## config.mk

```make
export PLATFORM = sky130hd
export DESIGN_NAME = mem_arbiter
export DESIGN_NICKNAME = d
export VERILOG_FILES = /design/src/rtl/mem_arbiter.sv
export SDC_FILE = /design/constraint.sdc
export NUM_CORES = 1
export LEC_CHECK = 0
export CAP_MARGIN = 15
export CORE_MARGIN = 1.5
export CORE_UTILIZATION = 47
export DETAILED_ROUTE_END_ITERATION = 16
export PLACE_DENSITY = 0.81
export SYNTH_ARGS = -nofsm -noshare
export SYNTH_HDL_FRONTEND = slang
export SYNTH_SLANG_ARGS = --single-unit
```

## constraint.sdc

```tcl
create_clock -name arb_clk -period 2.45 [get_ports arb_clk]
set_input_delay 0.3675 -clock arb_clk [delete_from_list [all_inputs] [get_ports arb_clk]]
set_output_delay 0.3675 -clock arb_clk [all_outputs]
set_load 0.01 [all_outputs]
```

## src/rtl/mem_arbiter.sv

```systemverilog
// Two-port round-robin arbiter in front of a single pipelined memory port.
// Each requester owns one request slot; a timeout aborts a stuck WAIT.
module mem_arbiter #(
   parameter int AWIDTH  = 5,
   parameter int DWIDTH  = 32,
   parameter int TIMEOUT = 16
) (
   input  logic              arb_clk,
   input  logic              arb_rst,
   input  logic              arb_i_cyc0,
   input  logic              arb_i_stb0,
   input  logic              arb_i_we0,
   input  logic              arb_i_rd0,
   input  logic [3:0]        arb_i_be0,
   input  logic [AWIDTH-1:0] arb_i_addr0,
   input  logic [DWIDTH-1:0] arb_i_wdata0,
   input  logic              arb_i_cyc1,
   input  logic              arb_i_stb1,
   input  logic              arb_i_we1,
   input  logic              arb_i_rd1,
   input  logic [3:0]        arb_i_be1,
   input  logic [AWIDTH-1:0] arb_i_addr1,
   input  logic [DWIDTH-1:0] arb_i_wdata1,
   output logic [DWIDTH-1:0] arb_o_rdata0,
   output logic              arb_o_ack0,
   output logic              arb_o_stall0,
   output logic [DWIDTH-1:0] arb_o_rdata1,
   output logic              arb_o_ack1,
   output logic              arb_o_stall1,
   input  logic              arb_i_flush0,
   output logic              arb_o_cyc,
   output logic              arb_o_stb,
   output logic              arb_o_we,
   output logic              arb_o_rd,
   output logic [3:0]        arb_o_be,
   output logic [AWIDTH-1:0] arb_o_load_addr,
   output logic [AWIDTH-1:0] arb_o_store_addr,
   output logic [DWIDTH-1:0] arb_o_wdata,
   input  logic [DWIDTH-1:0] arb_i_rdata,
   input  logic              arb_i_ack,
   input  logic              arb_i_stall,
   output logic              arb_o_err
);

   localparam int CW = $clog2(TIMEOUT + 1);

   typedef enum logic [1:0] {IDLE = 2'd0, ISSUE = 2'd1, WAIT = 2'd2} state_t;

   logic [1:0]              in_cyc, in_stb, in_we, in_rd;
   logic [1:0][3:0]         in_be;
   logic [1:0][AWIDTH-1:0]  in_addr;
   logic [1:0][DWIDTH-1:0]  in_wdata;

   assign in_cyc   = {arb_i_cyc1, arb_i_cyc0};
   assign in_stb   = {arb_i_stb1, arb_i_stb0};
   assign in_we    = {arb_i_we1, arb_i_we0};
   assign in_rd    = {arb_i_rd1, arb_i_rd0};
   assign in_be    = {arb_i_be1, arb_i_be0};
   assign in_addr  = {arb_i_addr1, arb_i_addr0};
   assign in_wdata = {arb_i_wdata1, arb_i_wdata0};

   state_t                  state_q, state_d;
   logic                    owner_q, owner_d;
   logic                    last_grant_q, last_grant_d;
   logic [CW-1:0]           cnt_q, cnt_d;
   logic                    flush_own0_q, flush_own0_d;
   logic [1:0]              slot_valid_q, slot_valid_d;
   logic [1:0]              slot_st_q, slot_st_d;
   logic [1:0][3:0]         slot_be_q, slot_be_d;
   logic [1:0][AWIDTH-1:0]  slot_addr_q, slot_addr_d;
   logic [1:0][DWIDTH-1:0]  slot_wdata_q, slot_wdata_d;
   logic [1:0][DWIDTH-1:0]  rdata_q, rdata_d;
   logic [1:0]              ack_q, ack_d;
   logic                    err_q, err_d;
   logic                    o_cyc_q, o_cyc_d, o_stb_q, o_stb_d;
   logic                    o_we_q, o_we_d, o_rd_q, o_rd_d;
   logic [3:0]              o_be_q, o_be_d;
   logic [AWIDTH-1:0]       o_laddr_q, o_laddr_d, o_saddr_q, o_saddr_d;
   logic [DWIDTH-1:0]       o_wdata_q, o_wdata_d;

   logic                    grant, done, timed_out, owned0;
   logic [1:0]              vld;

   always_comb begin
      state_d      = state_q;
      owner_d      = owner_q;
      last_grant_d = last_grant_q;
      cnt_d        = cnt_q;
      flush_own0_d = flush_own0_q;
      slot_valid_d = slot_valid_q;
      slot_st_d    = slot_st_q;
      slot_be_d    = slot_be_q;
      slot_addr_d  = slot_addr_q;
      slot_wdata_d = slot_wdata_q;
      rdata_d      = rdata_q;
      ack_d        = '0;
      err_d        = 1'b0;
      o_cyc_d      = o_cyc_q;
      o_stb_d      = o_stb_q;
      o_we_d       = o_we_q;
      o_rd_d       = o_rd_q;
      o_be_d       = o_be_q;
      o_laddr_d    = o_laddr_q;
      o_saddr_d    = o_saddr_q;
      o_wdata_d    = o_wdata_q;
      grant        = 1'b0;
      done         = 1'b0;
      timed_out    = 1'b0;
      owned0       = (state_q != IDLE) && (owner_q == 1'b0);
      vld          = slot_valid_q;

      // An unowned port-0 slot is dropped outright; an owned one finishes silently.
      if (arb_i_flush0 && !owned0) begin
         vld[0]          = 1'b0;
         slot_valid_d[0] = 1'b0;
      end
      if (arb_i_flush0 && owned0)
         flush_own0_d = 1'b1;

      for (int p = 0; p < 2; p++) begin
         if (!slot_valid_q[p] && in_cyc[p] && in_stb[p] && !(p == 0 && arb_i_flush0)) begin
            slot_valid_d[p] = 1'b1;
            case ({in_we[p], in_rd[p]})
               2'b10, 2'b11: slot_st_d[p] = 1'b1;
               default:      slot_st_d[p] = 1'b0;
            endcase
            slot_be_d[p]    = in_be[p];
            slot_addr_d[p]  = in_addr[p];
            slot_wdata_d[p] = in_wdata[p];
         end
      end

      case (state_q)
         IDLE: begin
            cnt_d = '0;
            if (vld != 2'b00) begin
               grant     = (vld == 2'b11) ? ~last_grant_q : vld[1];
               owner_d   = grant;
               state_d   = ISSUE;
               o_cyc_d   = 1'b1;
               o_stb_d   = 1'b1;
               o_we_d    = slot_st_q[grant];
               o_rd_d    = ~slot_st_q[grant];
               o_be_d    = slot_be_q[grant];
               o_wdata_d = slot_wdata_q[grant];
               o_laddr_d = slot_st_q[grant] ? '0 : slot_addr_q[grant];
               o_saddr_d = slot_st_q[grant] ? slot_addr_q[grant] : '0;
            end
         end
         ISSUE: begin
            if (arb_i_ack) begin
               done = 1'b1;
            end else if (!arb_i_stall) begin
               state_d   = WAIT;
               o_stb_d   = 1'b0;
               o_we_d    = 1'b0;
               o_rd_d    = 1'b0;
               o_be_d    = '0;
               o_laddr_d = '0;
               o_saddr_d = '0;
               o_wdata_d = '0;
            end
         end
         WAIT: begin
            if (arb_i_ack) begin
               done = 1'b1;
            end else if (cnt_q == CW'(TIMEOUT - 1)) begin
               done      = 1'b1;
               timed_out = 1'b1;
            end else begin
               cnt_d = cnt_q + 1'b1;
            end
         end
         default: state_d = IDLE;
      endcase

      if (done) begin
         state_d               = IDLE;
         cnt_d                 = '0;
         last_grant_d          = owner_q;
         slot_valid_d[owner_q] = 1'b0;
         flush_own0_d          = 1'b0;
         err_d                 = timed_out;
         o_cyc_d               = 1'b0;
         o_stb_d               = 1'b0;
         o_we_d                = 1'b0;
         o_rd_d                = 1'b0;
         o_be_d                = '0;
         o_laddr_d             = '0;
         o_saddr_d             = '0;
         o_wdata_d             = '0;
         if (!(owner_q == 1'b0 && (flush_own0_q || arb_i_flush0))) begin
            ack_d[owner_q]   = 1'b1;
            rdata_d[owner_q] = timed_out ? '0 : arb_i_rdata;
         end
      end
   end

   always_ff @(posedge arb_clk or negedge arb_rst) begin
      if (!arb_rst) begin
         state_q      <= IDLE;
         owner_q      <= 1'b0;
         last_grant_q <= 1'b1;
         cnt_q        <= '0;
         flush_own0_q <= 1'b0;
         slot_valid_q <= '0;
         slot_st_q    <= '0;
         slot_be_q    <= '0;
         slot_addr_q  <= '0;
         slot_wdata_q <= '0;
         rdata_q      <= '0;
         ack_q        <= '0;
         err_q        <= 1'b0;
         o_cyc_q      <= 1'b0;
         o_stb_q      <= 1'b0;
         o_we_q       <= 1'b0;
         o_rd_q       <= 1'b0;
         o_be_q       <= '0;
         o_laddr_q    <= '0;
         o_saddr_q    <= '0;
         o_wdata_q    <= '0;
      end else begin
         state_q      <= state_d;
         owner_q      <= owner_d;
         last_grant_q <= last_grant_d;
         cnt_q        <= cnt_d;
         flush_own0_q <= flush_own0_d;
         slot_valid_q <= slot_valid_d;
         slot_st_q    <= slot_st_d;
         slot_be_q    <= slot_be_d;
         slot_addr_q  <= slot_addr_d;
         slot_wdata_q <= slot_wdata_d;
         rdata_q      <= rdata_d;
         ack_q        <= ack_d;
         err_q        <= err_d;
         o_cyc_q      <= o_cyc_d;
         o_stb_q      <= o_stb_d;
         o_we_q       <= o_we_d;
         o_rd_q       <= o_rd_d;
         o_be_q       <= o_be_d;
         o_laddr_q    <= o_laddr_d;
         o_saddr_q    <= o_saddr_d;
         o_wdata_q    <= o_wdata_d;
      end
   end

   assign arb_o_rdata0     = rdata_q[0];
   assign arb_o_rdata1     = rdata_q[1];
   assign arb_o_ack0       = ack_q[0];
   assign arb_o_ack1       = ack_q[1];
   assign arb_o_stall0     = slot_valid_q[0];
   assign arb_o_stall1     = slot_valid_q[1];
   assign arb_o_err        = err_q;
   assign arb_o_cyc        = o_cyc_q;
   assign arb_o_stb        = o_stb_q;
   assign arb_o_we         = o_we_q;
   assign arb_o_rd         = o_rd_q;
   assign arb_o_be         = o_be_q;
   assign arb_o_load_addr  = o_laddr_q;
   assign arb_o_store_addr = o_saddr_q;
   assign arb_o_wdata      = o_wdata_q;

endmodule

```

==> flow_summary.toml <==
[cts]
clockRootBuffer = "clkbuf_16"
worst_skew_pair.late_latency_ns = 0.50
tritoncts.num_buffers = 24
clock_tree.buffer_depth = 3
cts_setup_buffers = 0
cts.reportedPaths.clkPinSlew_ns = 0.06
tritoncts = "built"
clock_sinks = 213
htreeDepth = 1

[logic_synthesis]
synth_top_cells_by_area = "dfrtp_1 61%, mux2_2 11%, nand2_1 4.6%"
synth-warning-count = 0
syn-instance-count = 685
postSynthNetCount = 817
ys_ff_latch = 213
synthDominantCellAreaShare = 0.614
syn_avg_cell_area_um2 = 12.6
netlist-cell-type-count = 42
cell_area_after_synthesis_um2 = 8650
synth_sequential_area_ratio = 0.617
synth_largest_area_cell = "dfrtp_1"

[sta]
timing_worst_slew_pin_value_ns = 0.505
slew_viol_final = 0
final.min_clock_period_ns = 2.23
finalHoldViolCount = 0
max-slew-margin-rel = 0.663
final_min_period_over_clock_period = 0.910
setup_violations = 0
total_negative_slack_ns = 0
fmax_ghz = 0.449
worst_setup_slack_after_layout_ns = 0.222
grt_setup_unrepaired = "false"
finClkSkew_ns = 0.0122

[critical_path]
timing_worst_setup_path_type = "register to register"
cp_slowest_cell = "dfrtp_1"
crit_arrival_ns = 2.66
startpoint_type = "register"
crit_chain = "ha_1 > and3_1 > ha_1 > buf_4 > o211ai_2 > buf_4 > o211ai_4 > nor3_2 > a221o_1"
critical_path_origin = "cnt_q[0]"
cp_top_family = "simple AND/OR/NAND/NOR gates"
timing.critical_path.to_type = "register"
critical-path-max-stage-delay_ns = 0.41
critical_path_buf_inv_count = 2
crit_fanout = 7
worst_ep_required_time_ns = 2.88
r2r_startpoint = "cnt_q[0]"

[final_layout]
final_core_utilization = 0.678
flow.area_growth_from_synthesis_pct = 41.4
design_area_um2 = 12200
finalNonFillerCells = 1174
antenna_cells_inserted = 0
layout_commonest_cell = "clkdlybuf4s50_1"
final_net_count = 1065
drive_above_1_share = 0.164
layout_common_cells = "242 x clkdlybuf4s50_1, 212 x dfrtp_1, 107 x nand2_1"

[route]
wl_per_cell_um = 18.1
post-route-drc-count = 0
via_per_inst = 5.29
vias = 6212
drt-total-wl_um = 21200
detailedRoute.firstIterationViolations = 278
drtAntennaViolNets = 0
detailedRoute.firstPassIterationCount = 5

[grt]
number_of_global_route_vias_before_repair = 6574
grt_start_max_net_pins = 67
global_route_wire_length_before_repair_um = 34700
grt_overflow = 0
global_route.usage.total = 0.224
antenna_found_initial = 0

[die]
starting_density = 0.480
io_pins = 246
die_ar_um2 = 19200
core_area_um2 = 18000
dieHeight_um = 139
die-width_um = 139
row_count = 49

[power]
max-vdd-ir-drop_mv = 0.719
power.clock.fraction = 0.230
p_per_area_nw_per_um2 = 1240
power.static_leakage_nw = 5.41
p_sw_mw = 4.90
power_switching_share = 0.324
pwr-share-comb = 0.389
seq_power_share = 0.381
internal_power_mw = 10.2

[status]
run_status = "finished clean"

[place]
post-dp-hpwl_um = 14600
dp_cells = 1135
dp_worst_setup_slack_ns = 0.155
buffer_ports.inserted = 243
place_congestion = 0.818
dpl-instance-area_um2 = 11400

[job]
maxCapViolations = 0

[hold_path]
timing.hold.worst.class = "primary input to asynchronous set/reset pin"
## logic make-up (layout without fill, tap and decap cells)
group | Yosys count | in the layout | synth area share
buf+inv | 56 | 316 | 0.0339
mux | 124 | 124 | 0.156
fa+ha+maj | 5 | 5 | 0.00724
xor+xnor | 2 | 2 | 0.00203
compound gates | 140 | 140 | 0.111
simple gates | 145 | 145 | 0.0735
flops | 213 | 213 | 0.617
## layer usage
metal,part of all wire,track usage
met2,0.50,0.380
met4,0.021,0.0587
met3,0.089,0.0684
met1,0.39,0.280
met5,0,0
## state kept, by name, summed over array words and instances (netlist names), 5 cells and up
signal and count:
arb_o_load_addr 5, arb_o_rdata0 32, arb_o_rdata1 32, arb_o_store_addr 5, arb_o_wdata 32, cnt_q 5, slot_addr_q 10, slot_be_q 8
slot_wdata_q 64
## cells in the mapped netlist, drive strengths merged
library cell,count
a2111o,1
a21o,3
a21oi,4
a221o,10
a22o,2
a22oi,2
a31o,1
a31oi,1
a32o,1
and2,1
and2b,1
and3,2
and4,5
buf,36
clkbuf,8
dfrtp,212
dfstp,1
ha,5
inv,12
mux2,85
mux2i,39
nand2,107
nand3,3
nand3b,2
nor2,14
nor2b,1
nor3,2
nor3b,1
nor4,5
nor4b,1
o211a,1
o211ai,2
o21ai,74
o2bb2ai,37
o32ai,1
xnor2,1
xor2,1
## layout make-up
cell class	count	area (um^2)
Inverter	12	45.0
Clock buffer	31	678
Sequential cell	213	5330
Tap cell	229	287
Multi-Input combinational cell	416	3050
Fill cell	1318	5800
Timing Repair Buffer	266	2740
Clock inverter	7	91.3
## through the flow
step	power [mW]	hold WS, ns
global route	16.1	0.433
detailed placement	11.7	0.355
floorplan	8.88	0.0719
CTS	15.3	0.404
finish	15.1	0.387
global placement	11.5	0.354
## timing repair
item                      in CTS  in global routing
hold endpoints to repair      48                  0
hold buffers                   1                  0
resized for setup              0                  0
## power groups by stage
stage	clock network, mW	registers, mW	logic, mW
finish	3.47	5.76	5.89
floorplan	0	5.98	2.90
global placement	0	5.74	5.78
global route	3.72	5.95	6.39
CTS	3.56	5.77	5.98
detailed placement	0	5.79	5.94
## path summary, 6_finish.rpt
| check | to | slack [ns] | cells past startpoint |
|---|---|---|---|
| setup / recovery | arb_o_load_addr[1] | 0.22 | 9 |
| hold reg to reg | arb_o_rdata1[15] | 0.48 | 2 |
| setup reg to reg | arb_o_load_addr[1] | 0.22 | 9 |
| max in group asynchronous | arb_o_rdata1[30] | 1.31 | 3 |
| hold / removal | slot_addr_q[2] | 0.39 | 2 |
| min in group arb_clk | arb_o_rdata0[1] | 0.42 | 3 |
No activity file was read; power rests on OpenSTA's default activity.
